<file path="src/rtl/trig_pkg.sv">
// Shared widths, quadrant type and the elaboration-time quarter-wave table builder
// for the sine/cosine lookup pipeline.
package trig_pkg;

  localparam int unsigned DATA_W  = 17;
  localparam int unsigned FRAC_W  = 10;
  localparam int unsigned STEPS_Q = 6;

  typedef logic [1:0] quad_t;

  // round(sin(k*90deg/steps) * 2^frac), k in 0..steps; Taylor series so no math library is needed
  function automatic int sin_q(int k, int steps = int'(STEPS_Q), int frac = int'(FRAC_W));
    real x;
    real term;
    real acc;
    x    = 3.14159265358979323846 * real'(k) / (2.0 * real'(steps));
    term = x;
    acc  = x;
    for (int n = 1; n < 12; n++) begin
      term = -term * x * x / real'((2 * n) * (2 * n + 1));
      acc  = acc + term;
    end
    return $rtoi(acc * (2.0 ** frac) + 0.5);
  endfunction

endpackage

</file>
<file path="src/rtl/trig_quarter_rom.sv">
// Quarter-wave sine magnitude table with two combinational read ports.
module trig_quarter_rom #(
  parameter int unsigned STEPS_Q = 6,
  parameter int unsigned FRAC_W  = 10,
  parameter int unsigned DATA_W  = 17,
  localparam int unsigned ADDR_W = $clog2(STEPS_Q + 1)
) (
  input  logic [ADDR_W-1:0] addr_sin,
  input  logic [ADDR_W-1:0] addr_cos,
  output logic [DATA_W-1:0] mag_sin,
  output logic [DATA_W-1:0] mag_cos
);
  import trig_pkg::*;

  logic [DATA_W-1:0] tbl [STEPS_Q + 1];

  for (genvar k = 0; k <= int'(STEPS_Q); k++) begin : g_tbl
    assign tbl[k] = DATA_W'(sin_q(k, int'(STEPS_Q), int'(FRAC_W)));
  end

  assign mag_sin = tbl[addr_sin];
  assign mag_cos = tbl[addr_cos];

endmodule

</file>
<file path="src/rtl/trig_lut_pipe.sv">
// Three-stage sin/cos lookup: normalise/range-check, quarter-table lookup, sign apply.
// One global advance enable stalls every stage when the output is held.
module trig_lut_pipe #(
  parameter int unsigned DATA_W  = 17,
  parameter int unsigned FRAC_W  = 10,
  parameter int unsigned STEPS_Q = 6,
  parameter int unsigned ANG_W   = 6
) (
  input  logic              clk,
  input  logic              reset,
  input  logic              in_valid,
  output logic              in_ready,
  input  logic [ANG_W-1:0]  in_angle,
  output logic              out_valid,
  input  logic              out_ready,
  output logic [DATA_W-1:0] sin_out,
  output logic [DATA_W-1:0] cos_out,
  output logic              out_err
);
  import trig_pkg::*;

  localparam int unsigned R_W  = $clog2(STEPS_Q + 1);
  localparam int          FULL = int'(4 * STEPS_Q);
  localparam int          LIM  = FULL - 1;
  localparam int          STP  = int'(STEPS_Q);

  logic adv;
  assign adv      = !out_valid || out_ready;
  assign in_ready = adv;

  // S1 combinational: fold negative angles, split into quadrant and offset
  int             ang;
  int             a;
  quad_t          q_c;
  logic [R_W-1:0] r_c;
  logic           err_c;

  always_comb begin
    ang   = int'($signed(in_angle));
    err_c = (ang > LIM) || (ang < -LIM);
    a     = (ang < 0) ? ang + FULL : ang;
    if (a >= 3 * STP)      q_c = 2'd3;
    else if (a >= 2 * STP) q_c = 2'd2;
    else if (a >= STP)     q_c = 2'd1;
    else                   q_c = 2'd0;
    r_c = R_W'(a - int'(q_c) * STP);
    if (err_c) begin
      q_c = 2'd0;
      r_c = '0;
    end
  end

  logic           v1;
  quad_t          q1;
  logic [R_W-1:0] r1;
  logic           err1;

  always_ff @(posedge clk) begin
    if (reset) begin
      v1   <= 1'b0;
      q1   <= 2'd0;
      r1   <= '0;
      err1 <= 1'b0;
    end else if (adv) begin
      v1   <= in_valid;
      q1   <= q_c;
      r1   <= r_c;
      err1 <= err_c;
    end
  end

  // S2: odd quadrants swap which port reads the complementary index
  logic [R_W-1:0]    addr_sin;
  logic [R_W-1:0]    addr_cos;
  logic [DATA_W-1:0] mag_sin;
  logic [DATA_W-1:0] mag_cos;

  assign addr_sin = q1[0] ? R_W'(STEPS_Q) - r1 : r1;
  assign addr_cos = q1[0] ? r1 : R_W'(STEPS_Q) - r1;

  trig_quarter_rom #(
    .STEPS_Q(STEPS_Q),
    .FRAC_W (FRAC_W),
    .DATA_W (DATA_W)
  ) u_rom (
    .addr_sin(addr_sin),
    .addr_cos(addr_cos),
    .mag_sin (mag_sin),
    .mag_cos (mag_cos)
  );

  logic              v2;
  logic              err2;
  logic              neg_sin2;
  logic              neg_cos2;
  logic [DATA_W-1:0] mag_sin2;
  logic [DATA_W-1:0] mag_cos2;

  always_ff @(posedge clk) begin
    if (reset) begin
      v2       <= 1'b0;
      err2     <= 1'b0;
      neg_sin2 <= 1'b0;
      neg_cos2 <= 1'b0;
      mag_sin2 <= '0;
      mag_cos2 <= '0;
    end else if (adv) begin
      v2       <= v1;
      err2     <= err1;
      neg_sin2 <= q1[1];
      neg_cos2 <= q1[1] ^ q1[0];
      mag_sin2 <= mag_sin;
      mag_cos2 <= mag_cos;
    end
  end

  // S3: apply quadrant signs; out-of-range entries are forced to zero
  always_ff @(posedge clk) begin
    if (reset) begin
      out_valid <= 1'b0;
      out_err   <= 1'b0;
      sin_out   <= '0;
      cos_out   <= '0;
    end else if (adv) begin
      out_valid <= v2;
      out_err   <= err2;
      sin_out   <= err2 ? '0 : (neg_sin2 ? -mag_sin2 : mag_sin2);
      cos_out   <= err2 ? '0 : (neg_cos2 ? -mag_cos2 : mag_cos2);
    end
  end

endmodule

</file>
<file path="config.mk">
export PLATFORM = sky130hd
export DESIGN_NAME = trig_lut_pipe
export DESIGN_NICKNAME = d
export VERILOG_FILES = /design/src/rtl/trig_pkg.sv /design/src/rtl/trig_quarter_rom.sv /design/src/rtl/trig_lut_pipe.sv
export SDC_FILE = /design/constraint.sdc
export NUM_CORES = 1
export LEC_CHECK = 0
export BUFFER_PORTS_ARGS = -buffer_cell sky130_fd_sc_hd__buf_2
export CAP_MARGIN = 20
export CORE_ASPECT_RATIO = 1.1
export CORE_MARGIN = 5
export CORE_UTILIZATION = 30
export DETAILED_ROUTE_END_ITERATION = 10
export SETUP_SLACK_MARGIN = 0.15
export SYNTH_ARGS = -nofsm -noshare
export SYNTH_HDL_FRONTEND = slang
export SYNTH_HIERARCHICAL = 1
export SYNTH_SLANG_ARGS = --single-unit
</file>
<file path="constraint.sdc">
create_clock -name clk -period 3.1 [get_ports clk]
set_input_delay 0.465 -clock clk [delete_from_list [all_inputs] [get_ports clk]]
set_output_delay 0.465 -clock clk [all_outputs]
set_load 0.02 [all_outputs]
</file>
# == Word-level counts from Yosys, hierarchy flattened ==
# Memory sizes are Yosys's and may differ from the RTL's. A register that Yosys moved wholly into a read port is not among the register bits.
# Index checks and enable logic that the tools add are counted.
# word_totals
elab_cells,44
in_bits,10
rom_bits,272
reg_bits,47
n_memories,2
# mem_list
name,words,width,read_ports,rd_ports_with_merged_regs,write_ports,line,text
(no name shown),8,17,1,1,0,trig_quarter_rom.sv:21,assign mag_sin = tbl[addr_sin];
(no name shown),8,17,1,1,0,trig_quarter_rom.sv:22,assign mag_cos = tbl[addr_cos];
# op_classes
mux,12
add_sub_neg,5
reduce_logical,3
mul,1
n_lt_le_gt_ge,6
bitwise,3
# ops
cell,count
$mux 17,4
$neg 17->17,2
$ge 32x4->1 const B,1
$ge 32x5->1 const B,1
$ge 32x6->1 const B,1
$mux 32,1
$mux 3,3
$not 3->4,2
$add 6x6->7 const B,1
$gt 6x6->1 const B,1
$lt 6x1->1 const B,1
$lt 6x6->1 const B,1
$mux 2,3
$sub 3x3->3,1
$sub 3x3->3 const A,1
$logic_or 1x1->1,2
$mul 2x1->2 const B,1
$logic_not 1->1,1
$mux 1,1
$xor 1x1->1,1

# == Longest topological paths before layout ==
# logic_depth
depth_word,9
mapped_depth,11
depth_no_buf,10

# == Hierarchy ==
# The synthesis kept the hierarchy.
# modules_own_cells
module,cells_each,instances,seq_area_each_um2,area_each_um2
trig_lut_pipe,459,1,1621.6,3678.5
trig_quarter_rom,41,1,0.0,277.8

# == Least setup slack after synthesis ==
# Ideal clock, no wire load.
# synth_path
kind,input -> register
start,input in_angle[3]
end,register r1[2]
setup_ns,0.117
t_required_ns,2.983
arrival_time_ns,2.505
path_buffers,1
setup_slack_ns,0.478
path_stages,11
cell_sequence,clkbuf_1 inv_1 ha_1 nor2b_1 a32o_1 a22o_1 a21boi_0 ha_1 xnor2_1 xnor2_1 a32o_1
# synth_via
elab_chain_len,9
# synth_rtl
element,line,text
"start, declared",trig_lut_pipe.sv:13,"input logic [ANG_W-1:0] in_angle,"
$add 6x6->7 / $lt 6x1->1 (equally long branches),trig_lut_pipe.sv:41,a = (ang < 0) ? ang + FULL : ang;
$mux 32,trig_lut_pipe.sv:41,
$ge 32x4->1,trig_lut_pipe.sv:44,else if (a >= STP) q_c = 2'd1;
$mux 1,trig_lut_pipe.sv:44,
$mux 2,trig_lut_pipe.sv:43,else if (a >= 2 * STP) q_c = 2'd2;
$mux 2,trig_lut_pipe.sv:42,if (a >= 3 * STP) q_c = 2'd3;
$mul 2x1->2,trig_lut_pipe.sv:46,r_c = R_W'(a - int'(q_c) * STP);
$sub 3x3->3,trig_lut_pipe.sv:46,
$mux 3 (*),trig_lut_pipe.sv:47,if (err_c) begin
"end signal, assigned",trig_lut_pipe.sv:67,r1 <= r_c;
"end, declared",trig_lut_pipe.sv:55,logic [R_W-1:0] r1;
# Mark *: on every way between the ends. The rest lies on a longest branch, timed or not.
# A chain may end at the register's enable or synchronous reset.

# == Worst setup path in the final report ==
# Same ends and word-level chain as after synthesis.

==> qor.yml <==
run_status:
  status: "completed"
floorplanning:
  die_x_um: 119
  pin_count: 47
  dieHeight_um: 130
  initial_core_util_pct: 30.3
  rows: 44
  die-area_um2: 15600
  design.core.area_um2: 13000
synthesis:
  yosysUniqueCellTypes: 47
  syn-cell-area_um2: 3960
  netlist_instances: 500
  async_flop_share_pct: 0
  netlist.area_leader.share_pct: 41.0
  synth_seq_area_share_pct: 41.0
  synth_common_cells: "nand2_1 (118), dfxtp_1 (81), a21oi_1 (46)"
  avgSynthCellArea_um2: 7.91
  synth_seq_cells: 81
  yosys.area.top_type: "dfxtp_1"
  synth_warnings: 6
  synth_edf_count: 0
  synth.area.top_cells: "dfxtp_1 (41%), nand2_1 (11%), a21oi_1 (5.8%)"
  yosys_most_used_dff: "dfxtp_1"
  synth_most_common_cell: "nand2_1"
critical_path:
  worstPathArrival_ns: 2.54
  r2r_start: "mag_cos2[6]"
  rrSetupSlack_ns: 1.04
  cp-end-kind: "register"
  crit_start: "in_angle[3]"
  worstSetupPathType: "in2reg"
  critPathLaunchType: "primary input"
  path_cells: "buf_2, inv_1, ha_1, nor2b_1, a32o_1, a22o_1, a21boi_0, ha_1, xnor2_1, xnor2_1, a32o_1"
  path_max_fanout: 11
  crit_slowest_cell: "ha_1"
  endpoint: "r1[2]"
  worstRegToRegCells: 5
  critPathMaxStageDelay_ns: 0.31
  critPathBufInv: 2
  path_delay_family: "compound AO/OA/AOI/OAI gates"
  worstSetupPathDepth: 11
  timing.rr.end: "cos_out[13]"
  crit_required_ns: 3.32
layout:
  final_nets: 540
  syn_to_final_growth_pct: 12.9
  final_core_util_pct: 34.2
  n_antenna_cell: 0
  postLayoutCellArea_um2: 4470
  drive_gt1_share_pct: 15.2
clocking:
  clock-sinks: 81
  cts_root_buf: "clkbuf_16"
  clk_pin_slew_worst_paths_ns: 0.06
  h-tree-depth: 3
  cts_resized: 0
  postCtsSetupRepairBufs: 0
  numCtsBuffers: 9
  ctsHoldBuffers: 0
  cts.path.max_buffers: 2
  clock_latency_ns: 0.33
  cts_tree: "yes"
global_routing:
  gr-total-overflow: 0
  grt_first_pass_wirelength_um: 14700
  antenna_found_initial: 0
  grt_usage_pct: 11.4
  grt_pass1_vias: 3153
  grt_max_degree: 33
timing:
  worst_pin_slew_ns: 0.594
  hold_viol: 0
  max_freq_ghz: 0.432
  fin_skew_ns: 0.00483
  setup_viol: 0
  holdWs_ns: 0.388
  max-slew-margin-rel_pct: 60.3
  fin_setup_tns_ns: 0
  period_needed_ns: 2.32
  grt_setup_unrepaired: "no"
  fin_crit_sh_pct: 74.8
  final-max-slew-violation-count: 0
power:
  ir_drop_mv: 0.259
  power_mw: 2.86
  p_per_area_nw_per_um2: 641
  p_leak_nw: 1.87
route:
  num_vias: 3276
  drt-total-wl_um: 8560
  initialDrtViolationCount: 181
  drcViolationCount: 0
  drt-vias-per-instance: 4.76
  wl_per_cell_um: 12.4
  drtAntennaViolNets: 0
  dr.pass1.iters: 5
place:
  place.gp.congestion: 0.819
  dpl.hpwl_um: 6200
  io_buffers: 46
  postPlaceCellArea_um2: 4190
flow_run:
  cap_violations: 0
min_path:
  worst_hold_path_type: "in2reg"
registers in the layout, indices dropped and copies added (netlist names):
signal     flops
cos_out       17
err1           1
err2           1
mag_cos2      17
mag_sin2      17
neg_cos2       1
neg_sin2       1
out_err        1
out_valid      1
q1             2
r1             3
sin_out       17
v1             1
v2             1
report_power, final:
part | switching, mW | total (mW) | internal [mW]
combinational | 0.355 | 0.614 | 0.259
clock | 0.387 | 0.986 | 0.599
sequential | 0.106 | 1.26 | 1.16
total | 0.848 | 2.86 | 2.01
worst min-delay path: stages:
cell     delay [ns]
buf_2          0.10
nand2_1        0.05
a21oi_1        0.05
per-stage QoR:
| stage | instances | setup WS (ns) |
|---|---|---|
| 2_1_floorplan | 511 | 0.478 |
| 3_3_place_gp | 673 | 0.540 |
| 3_5_place_dp | 673 | 0.447 |
| 4_1_cts | 688 | 0.798 |
| 5_1_grt | 688 | 0.644 |
| 6_report | 688 | 0.783 |
per-layer routing:
| layer | GRT usage [%] | routed length, um | vias to the layer above |
|---|---|---|---|
| li1 | - | - | 1696 |
| met1 | 14.3 | 4030 | 1512 |
| met2 | 19.0 | 4010 | 59 |
| met3 | 2.67 | 382 | 9 |
| met4 | 4.92 | 138 | 0 |
| met5 | 0 | 0 | - |
cell type report:
type	count	area (um^2)
timing repair buffer	51	268
clock buffer	12	267
multi-input combinational	366	2040
fill	1383	8580
inverter	14	52.6
tap	161	201
sequential	81	1620
clock inverter	3	15.0
cell families (layout without fill, tap and decap cells):
group	count (synthesis)	in the layout	synth area share (%)
flip-flops	81	81	41.0
AO/OA/AOI/OAI	123	123	19.0
buffers and inverters	64	80	8.63
adder cells (fa/ha/maj)	7	7	2.21
AND/OR/NAND/NOR	187	187	20.8
XOR/XNOR	36	36	7.97
multiplexers	1	1	0.253
other	1	12	0.0948
how the worst min path moves through the flow:
stage / to / slack [ns] / cells after the start / start
2_1_floorplan: v1 / 0.43 / 2 / v1
3_3_place_gp: sin_out[9] / 0.43 / 2 / sin_out[9]
3_5_place_dp: sin_out[15] / 0.44 / 2 / sin_out[15]
4_1_cts: v1 / 0.38 / 3 / in_valid
5_1_grt: v1 / 0.40 / 3 / in_valid
6_report: v1 / 0.39 / 3 / in_valid
cells in the final DEF (no fill, tap or decap), types with 9 or more instances in the layout:
cell       instances
clkbuf_16          9
buf_2             46
nand2_1          118
inv_1             13
dfxtp_1           81
o21ai_1           16
o21ai_0           24
a22oi_1           12
nor2_1            33
xor2_1            16
conb_1            12
xnor2_1           20
a21oi_1           46
Note: power is estimated with default switching activity, not from simulation.
